<file path="config.mk">
export PLATFORM = sky130hd
export DESIGN_NAME = fetch_stage
export DESIGN_NICKNAME = d
export VERILOG_FILES = /design/src/rtl/fetch_stage.sv
export SDC_FILE = /design/constraint.sdc
export NUM_CORES = 1
export LEC_CHECK = 0
export ABC_AREA = 1
export BUFFER_PORTS_ARGS = -buffer_cell sky130_fd_sc_hd__buf_4
export CORE_MARGIN = 2
export CORE_UTILIZATION = 55
export CTS_BUF_LIST = sky130_fd_sc_hd__clkbuf_4 sky130_fd_sc_hd__clkbuf_8 sky130_fd_sc_hd__clkbuf_16
export DETAILED_ROUTE_END_ITERATION = 10
export PLACE_DENSITY_LB_ADDON = 0.05
export SLEW_MARGIN = 5
export SYNTH_ARGS = -nofsm -noshare
export SYNTH_HDL_FRONTEND = slang
export SYNTH_SLANG_ARGS = --single-unit
</file>
<file path="constraint.sdc">
create_clock -name clk -period 5.63 [get_ports clk]
set_input_delay 0.2815 -clock clk [delete_from_list [all_inputs] [get_ports clk]]
set_output_delay 0.2815 -clock clk [all_outputs]
set_load 0.005 [all_outputs]
</file>
<file path="src/rtl/fetch_stage.sv">
// fetch_stage: single-outstanding instruction fetch with a one-entry skid
// buffer and branch redirect.
//
// Handshakes (one rule for every interface of this block):
//   - imem: a request is live while imem_req=1; imem_addr does not change
//     until the cycle imem_ack=1, which also carries imem_rdata.
//   - decode: an instruction is offered while valid=1 and is taken on a
//     rising edge where stall=0; while stall=1 and valid=1 every output holds.
//
// Ports:
//   clk, rst           clock, synchronous active-high reset
//   stall              decode cannot accept this cycle
//   br_taken/br_target redirect pulse and its target (low two bits ignored)
//   imem_req/imem_addr instruction-memory request and word address
//   imem_ack/imem_rdata memory response strobe and data
//   valid/instr/pc     live instruction, its word and its address
//   itype/illegal      format code of instr and unknown-opcode flag
//   dbgState           current FSM state (IDLE=0, BUSY=1, SKID=2, KILL=3)
module fetch_stage #(
  parameter logic [31:0] RESET_PC = 32'h0000_0000
) (
  input  logic        clk,
  input  logic        rst,
  input  logic        stall,
  input  logic        br_taken,
  input  logic [31:0] br_target,
  output logic        imem_req,
  output logic [31:0] imem_addr,
  input  logic        imem_ack,
  input  logic [31:0] imem_rdata,
  output logic        valid,
  output logic [31:0] instr,
  output logic [31:0] pc,
  output logic [2:0]  itype,
  output logic        illegal,
  output logic [1:0]  dbgState
);

  typedef enum logic [1:0] {IDLE = 2'd0, BUSY = 2'd1, SKID = 2'd2, KILL = 2'd3} fetchState_e;

  localparam logic [2:0] TYPE_R = 3'b000;
  localparam logic [2:0] TYPE_I = 3'b001;
  localparam logic [2:0] TYPE_B = 3'b010;
  localparam logic [2:0] TYPE_S = 3'b011;
  localparam logic [2:0] TYPE_U = 3'b100;
  localparam logic [2:0] TYPE_J = 3'b101;

  fetchState_e state, stateNext;
  logic [31:0] fetchPc;
  logic [31:0] reqAddr;
  logic [31:0] skidWord;
  logic [31:0] brTarget;
  logic [31:0] loadWord;
  logic [2:0]  loadType;
  logic        loadIllegal;
  logic        space;
  logic        busyAccept;
  logic        skidAccept;

  // Returns {itype, illegal} for a 32-bit instruction word.
  function automatic logic [3:0] decodeType(input logic [31:0] word);
    logic [3:0] res;
    case (word[6:0])
      7'b0110011:                                  res = {TYPE_R, 1'b0};
      7'b0010011, 7'b0000011, 7'b1100111, 7'b1110011: res = {TYPE_I, 1'b0};
      7'b1100011:                                  res = {TYPE_B, 1'b0};
      7'b0100011:                                  res = {TYPE_S, 1'b0};
      7'b0110111, 7'b0010111:                      res = {TYPE_U, 1'b0};
      7'b1101111:                                  res = {TYPE_J, 1'b0};
      default:                                     res = {TYPE_R, 1'b1};
    endcase
    return res;
  endfunction

  assign brTarget   = br_target & ~32'h3;
  assign space      = !valid || !stall;
  assign busyAccept = (state == BUSY) && imem_ack && !br_taken && space;
  assign skidAccept = (state == SKID) && !br_taken && space;
  assign loadWord   = (state == SKID) ? skidWord : imem_rdata;
  assign {loadType, loadIllegal} = decodeType(loadWord);

  // State register
  always_ff @(posedge clk) begin
    if (rst) state <= IDLE;
    else     state <= stateNext;
  end

  // Next-state logic
  always_comb begin
    stateNext = state;
    case (state)
      IDLE: if (br_taken || space) stateNext = BUSY;
      BUSY: begin
        if (br_taken)                stateNext = imem_ack ? BUSY : KILL;
        else if (imem_ack && !space) stateNext = SKID;
      end
      SKID: if (br_taken || space) stateNext = BUSY;
      // The stale response ends the kill; a redirect arriving in the same
      // cycle simply becomes the address of the new request.
      KILL: if (imem_ack) stateNext = BUSY;
      default: stateNext = IDLE;
    endcase
  end

  // Output logic
  always_comb begin
    imem_req  = (state == BUSY) || (state == KILL);
    imem_addr = reqAddr;
    dbgState  = state;
  end

  // Datapath: fetch PC, request address, skid entry and decode outputs.
  always_ff @(posedge clk) begin
    if (rst) begin
      fetchPc  <= RESET_PC;
      reqAddr  <= RESET_PC;
      skidWord <= '0;
      valid    <= 1'b0;
      instr    <= '0;
      pc       <= '0;
      itype    <= TYPE_R;
      illegal  <= 1'b0;
    end else begin
      if (br_taken)                      fetchPc <= brTarget;
      else if (busyAccept || skidAccept) fetchPc <= fetchPc + 32'd4;

      // reqAddr only moves when a new request is about to start, so it is
      // stable for the whole life of an outstanding request.
      case (state)
        IDLE: begin
          if (br_taken)   reqAddr <= brTarget;
          else if (space) reqAddr <= fetchPc;
        end
        BUSY: begin
          if (imem_ack && br_taken) reqAddr <= brTarget;
          else if (busyAccept)      reqAddr <= fetchPc + 32'd4;
        end
        SKID: begin
          if (br_taken)        reqAddr <= brTarget;
          else if (skidAccept) reqAddr <= fetchPc + 32'd4;
        end
        KILL: if (imem_ack) reqAddr <= br_taken ? brTarget : fetchPc;
        default: reqAddr <= reqAddr;
      endcase

      if (br_taken)
        skidWord <= '0;
      else if (state == BUSY && imem_ack && !space)
        skidWord <= imem_rdata;

      if (br_taken) begin
        valid <= 1'b0;
      end else if (busyAccept || skidAccept) begin
        valid   <= 1'b1;
        instr   <= loadWord;
        pc      <= fetchPc;
        itype   <= loadType;
        illegal <= loadIllegal;
      end else if (!stall) begin
        valid <= 1'b0;
      end
    end
  end

endmodule

</file>
* Yosys cells after proc, flatten, opt, wreduce, memory -nomap -nowiden
Cells that the tools add are included.
** Word-level totals
- RAM bits :: 0
- ROM bits :: 0
- Bits in latches :: 0
- Memories :: 0
- Output and inout port bits :: 104
- Word-level logic and storage cells :: 78
- Register bits after elaboration :: 167
- Bits of input ports :: 69
** Cells by class
- Mux-type cells :: 21
- Equal/unequal tests :: 20
- Reductions and logical operators :: 25
- Bitwise operators :: 1
- Divide/modulo/power cells :: 0
- Shift-type cells :: 0
- Multiply operators :: 0
- $add $sub $neg :: 1
- Order comparisons :: 0
** Operators by type and width (number)
- 32-bit 2-to-1 mux :: 11
- 32-bit case mux with 4 select lines :: 1
- 32-bit by 3-bit adder with 32-bit output, second input constant :: 1
- 7-bit equality test, second input constant :: 4
- 4-bit case mux with 6 select lines :: 1
- 7-bit by 6-bit equality test with 1-bit output, second input constant :: 3
- 7-bit by 5-bit equality test with 1-bit output, second input constant :: 2
- 2-bit 2-to-1 mux :: 5
- 3-bit inequality test, second input constant :: 3
- 1-bit logical AND :: 8
- 7-bit by 2-bit equality test with 1-bit output, second input constant :: 1
- 2-bit case mux with 3 select lines :: 1
- 2-bit OR reduction :: 3
- 2-bit equality test, second input constant :: 2
- 1-bit logical NOT :: 4
- 1-bit logical OR :: 4
- 2-bit by 1-bit inequality test with 1-bit output, second input constant :: 2
- 4-bit AND reduction :: 1
- 4-bit OR reduction :: 1
- 3-bit by 2-bit inequality test with 1-bit output, second input constant :: 1
- 3-bit AND reduction :: 1
- 2-bit by 1-bit equality test with 1-bit output, second input constant :: 1
- 2-bit logical NOT :: 1
- 1-bit 2-to-1 mux :: 2
- 4 further kinds :: 4

* Longest topological paths before layout
Gate-level depths: netlist of run 1.
- Depth in word-level cells :: 7
- Depth in mapped cells :: 14
- Depth with buffers taken out :: 14

* Worst setup path before layout of run 1
No wires, ideal clock.
- Kind :: reg-to-reg
- Start :: reg state[0], in the netlist dbgState[0]
- End :: reg illegal
- Cell stages (with the launch flop) :: 12
- Data arrival time :: 1740 ps
- Setup slack :: 3773 ps
- Data required time :: 5513 ps
- Path buffers :: 1
- Library setup time :: 117 ps
- Cell sequence :: dfxtp_1 > inv_1 > ha_1 > buf_4 > o21ai_0 > nand2_1 > nor2_1 > o211ai_1 > nand3_1 > nor2_1 > nor2_1 > nor2_1
** Between the ends
- Word-level cells in the longest chain between the ends :: 6
** Ends and longest elaborated chain
- start: declaration :: RTL line 48 : fetchState_e state, stateNext;
- start signal: assignment :: RTL line 85 : else state <= stateNext;
- branches (longest 6 deep; another with 32-bit 2-to-1 mux)
- end signal: assignment :: RTL line 158 : illegal <= loadIllegal;
- end: declaration :: RTL line 35 : output logic illegal,
Parallel ways; which one is timed is not known.
A chain may end at the register's enable or synchronous reset.

* Worst setup path in the final report of run 1
- Start :: reg state[0], in the netlist dbgState[0]
- End :: reg fetchPc[6]
** Between the ends
- Word-level cells in the longest chain between the ends :: 6
** Ends and longest elaborated chain
- 2-bit by 1-bit equality test with 1-bit output :: RTL line 77 : assign busyAccept = (state == BUSY) && imem_ack && !br_taken && space;
- 1-bit logical AND (3 in a row) :: RTL line 77
- 1-bit logical OR * :: RTL line 125 : else if (busyAccept || skidAccept) fetchPc <= fetchPc + 32'd4;
- 2-bit nonzero test (no source line) *
- end signal: assignment :: RTL line 124 : if (br_taken) fetchPc <= brTarget;
- end signal: assignment :: RTL line 125
- end: declaration :: RTL line 49 : logic [31:0] fetchPc;
Mark *: on every way between the ends. The rest lies on a longest branch, timed or not.

==> flow_summary.toml, run 1 <==
[worst_setup_path]
path_class = "flop to flop"
crit_path_cell_trace = "inv_1 > ha_2 > buf_4 > nand3_1 > nand2_4 > nor2_2 > buf_4 > inv_2 > o21ai_0 > a21oi_1"
cp_data_required_time_ps = 5980
rrSetupSlack_ps = 2450
path_max_fanout = 85
critPathLaunchType = "flop"
path_buf_inv = 4
r2r-start = "dbgState[0]"
cp_slowest_stage_delay_ps = 640
critical_path.top_delay_family = "buffers and inverters"
crit_path_frequent_cell = "buf_4"
arrival_ps = 3530
r2r_cells = 10
worstSetupEndpointType = "flop"
cp_slowest_cell = "nand2_4"
r2r-end = "fetchPc[6]"

[route]
postRouteAntennaNets = 0
drc = 0
vias = 8593
route.final.wire_length_mm = 23.5
wl_per_cell_um = 14.8
vias_per_cell = 5.41
dr.pass1.iters = 5
dr.first_iter.drc_count = 601

[timing]
layout_setup_ws_ps = 2450
hold_ws_ps = 73.9
fin_crit_sh_pct = 56.4
fmax_mhz = 315
tns_ps = 0
clock_skew_ps = 7.44
slew_violations = 0
fin_crit_ps = 3180
rsz0062_at_grt = "false"
setup_viol = 0
tightest_slew_ps = 986
slew_headroom_pct = 33.9
hold_violations = 0

[layout]
final_layout_size_suffix_gt1_share_pct = 18.8
final_nets = 1461
antenna_cells = 0
layout_common_cells = "nand2_1, buf_4, dfxtp_1, nor2_1, o21ai_0"
syn2layout_area_growth_pct = 20.5
layout_commonest_cell = "nand2_1"

[placement]
place_ws_ps = 2440
portBuffers = 166
place_congestion = 0.912
dp_hpwl_mm = 15.3

[outcome]
status = "completed"

[pwr]
p_leak_nw = 4.67
peakVddDrop_mv = 0.212
powerDensity_mw_per_mm2 = 314
total_power_mw = 3.22

[min_path]
hold_path_class = "primary input to flop"
hold_end = "skidWord[11]"
hold_path_depth = 3
min_from = "imem_rdata[11]"

[clock_network]
post_cts_buffers = 0
clk_latency_ps = 430
cts_hold_buffers = 0
clkTransAtPathRegs_ps = 70
tritoncts = "yes"
ctsResizeCount = 0
cts.sinks = 161
htree_num_levels = 4
cts_root_buf = "clkbuf_16"
cts_buffers = 17
cts_max_path_buffers = 2

[global_route]
grt_pass1_wl_mm = 38.1
grt_pass1_vias = 7793
grt_antenna_before_repair = 0
grt_max_degree = 86
track_usage_pct = 28.7
grt.overflow.total = 0

[yosys]
ys_top_cells_by_area = "dfxtp_1, nand2_1, o21ai_0"
synth.cell_area_mm2 = 0.00852
synth_largest_area_cell = "dfxtp_1"
ys_types = 37
synthFlopType = "dfxtp_1"
syn_area_per_cell_um2 = 6.69
syn_inst = 1274
synth_edf_count = 0
seq_area_frac_synth_pct = 37.8
synth_top_area_share_pct = 37.8
ys_warn_count = 0
async_reset_ff_share_pct = 0
ys_ff_latch = 161

[floorplan]
fp.dieW_um = 128
start_util_pct = 56.3
rows = 45
dieArea_mm2 = 0.0165
ios = 173
die_h_um = 128
core_mm2 = 0.0151

[run]
cap_violations = 0
==> routing by layer <==
layer  GRT usage (%)  share of wire (%)
met1            35.4                 43
met2            49.0                 48
met3            8.52                8.0
met4            8.08                1.2
met5               0                  0
==> state kept, by name, indices dropped and copies added, names as in the netlist <==
signal	flops
dbgState	2
fetchPc	30
illegal	1
imem_addr	30
instr	32
itype	3
pc	30
skidWord	32
valid	1
==> logic make-up (layout without fill, tap and decap cells) <==
family | after synthesis | count (layout) | synth area share [%]
flops | 161 | 161 | 37.8
simple gates | 583 | 583 | 28.9
xor+xnor | 8 | 8 | 0.822
buf+inv | 173 | 295 | 8.44
compound gates | 342 | 342 | 23.1
fa+ha+maj | 6 | 6 | 0.881
other cells | 1 | 4 | 0.0440
==> synthesized netlist by cell type (all sizes together), types with 6 or more instances <==
| master | count |
|---|---|
| or2 | 7 |
| dfxtp | 161 |
| o211ai | 42 |
| inv | 84 |
| buf | 39 |
| nand2 | 345 |
| ha | 6 |
| o22ai | 6 |
| a211oi | 34 |
| nand3 | 49 |
| o21ai | 146 |
| clkbuf | 46 |
| xor2 | 7 |
| a21oi | 85 |
| nor2 | 175 |
| a31oi | 28 |
==> worst reg2reg max path: stages (launching register included) <==
cell and delay, ps:
dfxtp_1 360, inv_1 100, ha_2 180, buf_4 540, nand3_1 290, nand2_4 640, nor2_2 50, buf_4 290
inv_2 310, o21ai_0 150, a21oi_1 190
==> layout make-up <==
cell class / count / area (µm²)
Timing Repair Buffer: 175 / 1310
Clock buffer: 18 / 439
Fill cell: 1373 / 4880
Inverter: 88 / 333
Tap cell: 188 / 235
Clock inverter: 14 / 121
Multi-Input combinational cell: 943 / 4600
Sequential cell: 161 / 3220
==> worst max-delay path by stage <==
stage                     start           to  slack (ps)  cells past startpoint
global route        dbgState[0]   fetchPc[6]        2170                     10
CTS                 dbgState[0]   fetchPc[6]        2460                     10
detailed placement     br_taken   fetchPc[6]        2440                      9
global placement       br_taken  fetchPc[12]        2520                      9
floorplan           dbgState[0]      illegal        3770                     11
finish              dbgState[0]   fetchPc[6]        2450                     10
==> metrics by stage <==
step                      area [µm²]  util [%]  cells
final                          10300      67.8   1587
after global routing           10300      67.8   1587
after CTS                      10300      67.8   1587
after detailed placement        9710      64.1   1555
after global placement          9710      64.1   1555
after floorplan                 8530         -   1277
==> power breakdown <==
group          leakage [nW]  internal [mW]  switching, mW
Combinational          3.08          0.320          0.454
Clock                 0.265          0.589          0.523
Sequential             1.32           1.26         0.0775
(Power assumes the default switching activity.)
==> run 2, diff against run 1 <==
Clock period 5.63 ns to 2.95 ns, I/O delays scaled along.
==> run 2 against run 1 <==
Critical endpoint is now imem_addr[30]. Largest cell class unchanged. Sequential share of layout area down 1.5 points. Wire length up 3.2%. Largest power group unchanged. Total power up 100%.
==> flow_summary.toml, run 2 (synthesized netlist as in run 1, its figures left out) <==
[floorplan]
ios = 173
core_mm2 = 0.0151
rows = 45
dieArea_mm2 = 0.0165
die_h_um = 128
start_util_pct = 56.3
fp.dieW_um = 128

[clock_network]
tritoncts = "yes"
clk_latency_ps = 440
clkTransAtPathRegs_ps = 70
cts.sinks = 161
htree_num_levels = 4
post_cts_buffers = 0
cts_root_buf = "clkbuf_16"
cts_buffers = 17
cts_max_path_buffers = 2

[route]
vias_per_cell = 5.44
vias = 8859
drc = 0
dr.first_iter.drc_count = 535
dr.pass1.iters = 7
wl_per_cell_um = 14.9
route.final.wire_length_mm = 24.2
postRouteAntennaNets = 0

[timing]
slew_headroom_pct = 45.5
hold_violations = 0
tightest_slew_ps = 814
setup_viol = 0
layout_setup_ws_ps = 370
fin_crit_sh_pct = 87.4
clock_skew_ps = 13.6
slew_violations = 0
hold_ws_ps = 26.5
tns_ps = 0
rsz0062_at_grt = "false"
fin_crit_ps = 2580
fmax_mhz = 388

[outcome]
status = "completed"

[global_route]
grt_pass1_wl_mm = 39.7
grt_use_met3_pct = 7.69
grt_max_degree = 67
track_usage_pct = 29.7
met1_usage_pct = 37.3
use_met2_pct = 50.8
grt.overflow.total = 0
grt_pass1_vias = 8108
top_usage_layer = "met2"
grt_antenna_before_repair = 0

[pwr]
peakVddDrop_mv = 0.476
intPower_mw = 4.44
power_switching_mw = 2.04
p_leak_nw = 4.90
seqPwrFrac_pct = 39.4
switching_share_pct = 31.4
powerDensity_mw_per_mm2 = 601
pwr-share-clk_pct = 36.5
combPwrFrac_pct = 24.0

[worst_setup_path]
critPathLaunchType = "flop"
worstSetupEndpointType = "flop"
path_class = "flop to flop"
path_max_fanout = 19
cp_data_required_time_ps = 3310
arrival_ps = 2940

[min_path]
hold_path_class = "primary input to flop"

[layout]
antenna_cells = 0
layout_common_cells = "nand2_1, buf_4, dfxtp_1, nor2_1, o21ai_0"
final_layout_size_suffix_gt1_share_pct = 19.0
num-fill-cells = 1296
final_nets = 1502
reg.largest.list = "instr x32, skidWord x32"
syn2layout_area_growth_pct = 26.3
layout_commonest_cell = "nand2_1"

[placement]
portBuffers = 166
place_ws_ps = 438
dp_hpwl_mm = 16.0
place_congestion = 0.895

[run]
cap_violations = 0
[run 2: changes by cell type in the layout (fill, tap and decap cells not counted)]
| cell | change |
|---|---|
| dlygate4sd3_1 | +30 |
| buf_4 | +7 |
| buf_12 | +4 |
| bufinv_16 | +3 |
| clkinvlp_4 | -3 |
| clkbuf_8 | -1 |
| clkinv_2 | -1 |
| clkinv_4 | -1 |
| clkinv_8 | +1 |
| inv_6 | +1 |
[run 2: metrics by stage]
stage	power (mW)	std cells	cell area, µm²	utilization (%)
after floorplan	3.48	1277	8530	-
after global placement	4.08	1566	9840	65.0
after detailed placement	4.10	1566	9840	65.0
after CTS	6.48	1627	10800	71.1
after global routing	6.79	1627	10800	71.1
final	6.47	1627	10800	71.1
[run 2: worst max-delay path: stages, from the launching register on]
cell and delay, ps:
dfxtp_1 350, inv_1 110, ha_1 410, nand4_1 230, nand2_1 120, nor2_1 70
nor3_4 630, inv_2 190, a31oi_1 210, nand2_1 70, a21oi_1 120
[run 2: final cells by class]
cell class              instances  area, µm²  share of cell area, %
multi-input cells             943       4600                   42.8
inverters                      88        333                   3.09
well taps                     188        235                   2.18
repair buffers                216       1750                   16.2
clock buffers                  17        425                   3.95
flip-flops and latches        161       3220                   29.9
clock inverters                14        200                   1.86
[run 2: timing repair]
item / in CTS / in global routing
setup endpoints to repair: 0 / 0
gates resized for setup: 0 / 0
hold buffers: 30 / 0
endpoints found under the hold margin: 50 / 0
[run 2: per-layer routing]
layer | wire [µm] | part of all wire, %
met5 | 0 | 0
met1 | 10500 | 43
met3 | 1860 | 7.7
met4 | 480 | 2.0
met2 | 11400 | 47
[run 2: power groups by stage]
stage               Sequential (mW)  Combinational, mW  Clock (mW)
detailed placement             2.60               1.51           0
global route                   2.58               1.75        2.47
global placement               2.59               1.49           0
finish                         2.55               1.55        2.37
CTS                            2.55               1.55        2.38
floorplan                      2.58              0.901           0
[run 2: worst paths after layout]
path,startpoint,end,slack (ps),cells past startpoint
min reg2reg,skidWord[3],skidWord[3],450,2
max,dbgState[1],imem_addr[30],370,10
max reg2reg,dbgState[1],imem_addr[30],370,10
min,imem_rdata[0],skidWord[0],30,3
==> run 3, diff against run 2 <==
Settings changed: RECOVER_POWER set to 100.
==> run 3 against run 2 <==
Sequential power is essentially flat. Flip-flop and latch count is the same. Total power shrank 0.84%. Register-to-register slack worse by 99 ps. Maximum frequency down 3.7%. Utilization fell by 0.65 points. Setup slack got worse by 99 ps. Wire length shrank 0.82%. Critical path type unchanged. Critical endpoint is now instr[9]. Largest power group unchanged.
==> flow_summary.toml, run 3 (synthesized netlist as in run 1, its figures left out) <==
[clock_network]
tritoncts = "yes"
clk_latency_ps = 430
htree_num_levels = 4
cts_root_buf = "clkbuf_16"
clkTransAtPathRegs_ps = 70
cts_max_path_buffers = 2
cts_buffers = 17
cts.sinks = 161
ctsResizeCount = 0

[run]
cap_violations = 0

[placement]
portBuffers = 166
dp_hpwl_mm = 16.0
place_ws_ps = 438
place_congestion = 0.895
dp.cells = 1566

[global_route]
grt_pass1_wl_mm = 39.7
grt_antenna_before_repair = 0
track_usage_pct = 29.7
grt.overflow.total = 0
grt_pass1_vias = 8108
grt_max_degree = 67

[timing]
setup_viol = 0
layout_setup_ws_ps = 271
fmax_mhz = 373
fin_crit_ps = 2680
hold_violations = 0
clock_skew_ps = 15.4
rsz0062_at_grt = "false"
tns_ps = 0
slew_violations = 0
tightest_slew_ps = 1230
slew_headroom_pct = 18.1
fin_crit_sh_pct = 90.8

[floorplan]
core_mm2 = 0.0151
fp.dieW_um = 128
start_util_pct = 56.3
ios = 173
dieArea_mm2 = 0.0165
die_h_um = 128
rows = 45

[layout]
layout_commonest_cell = "nand2_1"
final_nets = 1502
syn2layout_area_growth_pct = 25.2
multi_input_area_mm2 = 0.00460
antenna_cells = 0
layout_common_cells = "nand2_1, dfxtp_1, nor2_1, o21ai_0, clkbuf_4"
fin_cells = 1627
final-seq-area_mm2 = 0.00322
num-fill-cells = 1330
final_layout_size_suffix_gt1_share_pct = 17.2
reg.largest.list = "instr x32, skidWord x32"

[worst_setup_path]
cp_data_required_time_ps = 3310
r2r_cells = 7
arrival_ps = 3040
path_class = "flop to flop"
critPathLaunchType = "flop"
rrSetupSlack_ps = 270
path_max_fanout = 25
worstSetupEndpointType = "flop"

[min_path]
hold_path_depth = 3
hold_path_class = "primary input to flop"

[route]
drc = 0
vias_per_cell = 5.43
route.final.wire_length_mm = 24.0
dr.pass1.iters = 5
dr.first_iter.drc_count = 592
postRouteAntennaNets = 0
vias = 8842
wl_per_cell_um = 14.8

[pwr]
total_power_mw = 6.42
p_leak_nw = 4.78
peakVddDrop_mv = 0.474
powerDensity_mw_per_mm2 = 602

[outcome]
status = "completed"
run 3: final timing paths:
path                  from     endpoint
max            dbgState[0]     instr[9]
min          imem_rdata[0]  skidWord[0]
max reg2reg    dbgState[0]     instr[9]
min reg2reg    skidWord[3]  skidWord[3]
run 3: metal layers:
metal	track usage, %	part of all wire [%]	vias to the layer above
met2	50.8	47	305
met5	0	0	-
met4	8.08	1.6	0
met1	37.3	44	3969
met3	7.69	7.4	30
li1	-	-	4538
run 3: area by class of cell:
type,count,share of cell area [%]
timing repair buffer,216,15.5
sequential,161,30.2
clock inverter,14,1.88
multi-input combinational,943,43.1
tap,188,2.20
clock buffer,17,3.99
inverter,88,3.12
run 3: timing repair:
item | CTS | global route
hold endpoints to repair | 50 | 0
buffers inserted | 0 | 0
endpoints found under the setup margin | 0 | 0
hold buffers | 30 | 0
run 3: worst max-delay path, stage by stage (launching register included):
cell      delay, ps
dfxtp_1         430
inv_1            90
ha_1            380
inv_1           150
buf_4           210
clkbuf_1        930
nand2_1         180
a31oi_1         230
run 3: stage by stage:
step	utilization (%)	hold WS, ps	area [µm²]
floorplan	-	282	8530
global placement	65.0	379	9840
detailed placement	65.0	386	9840
CTS	71.1	21.5	10800
global route	70.4	32.1	10700
finish	70.4	21.9	10700
run 3: report_power, final:
group / internal, mW / leakage (nW) / switching (mW) / total (mW)
combinational: 0.636 / 3.15 / 0.873 / 1.51
clock: 1.36 / 0.303 / 0.995 / 2.36
sequential: 2.40 / 1.32 / 0.151 / 2.55
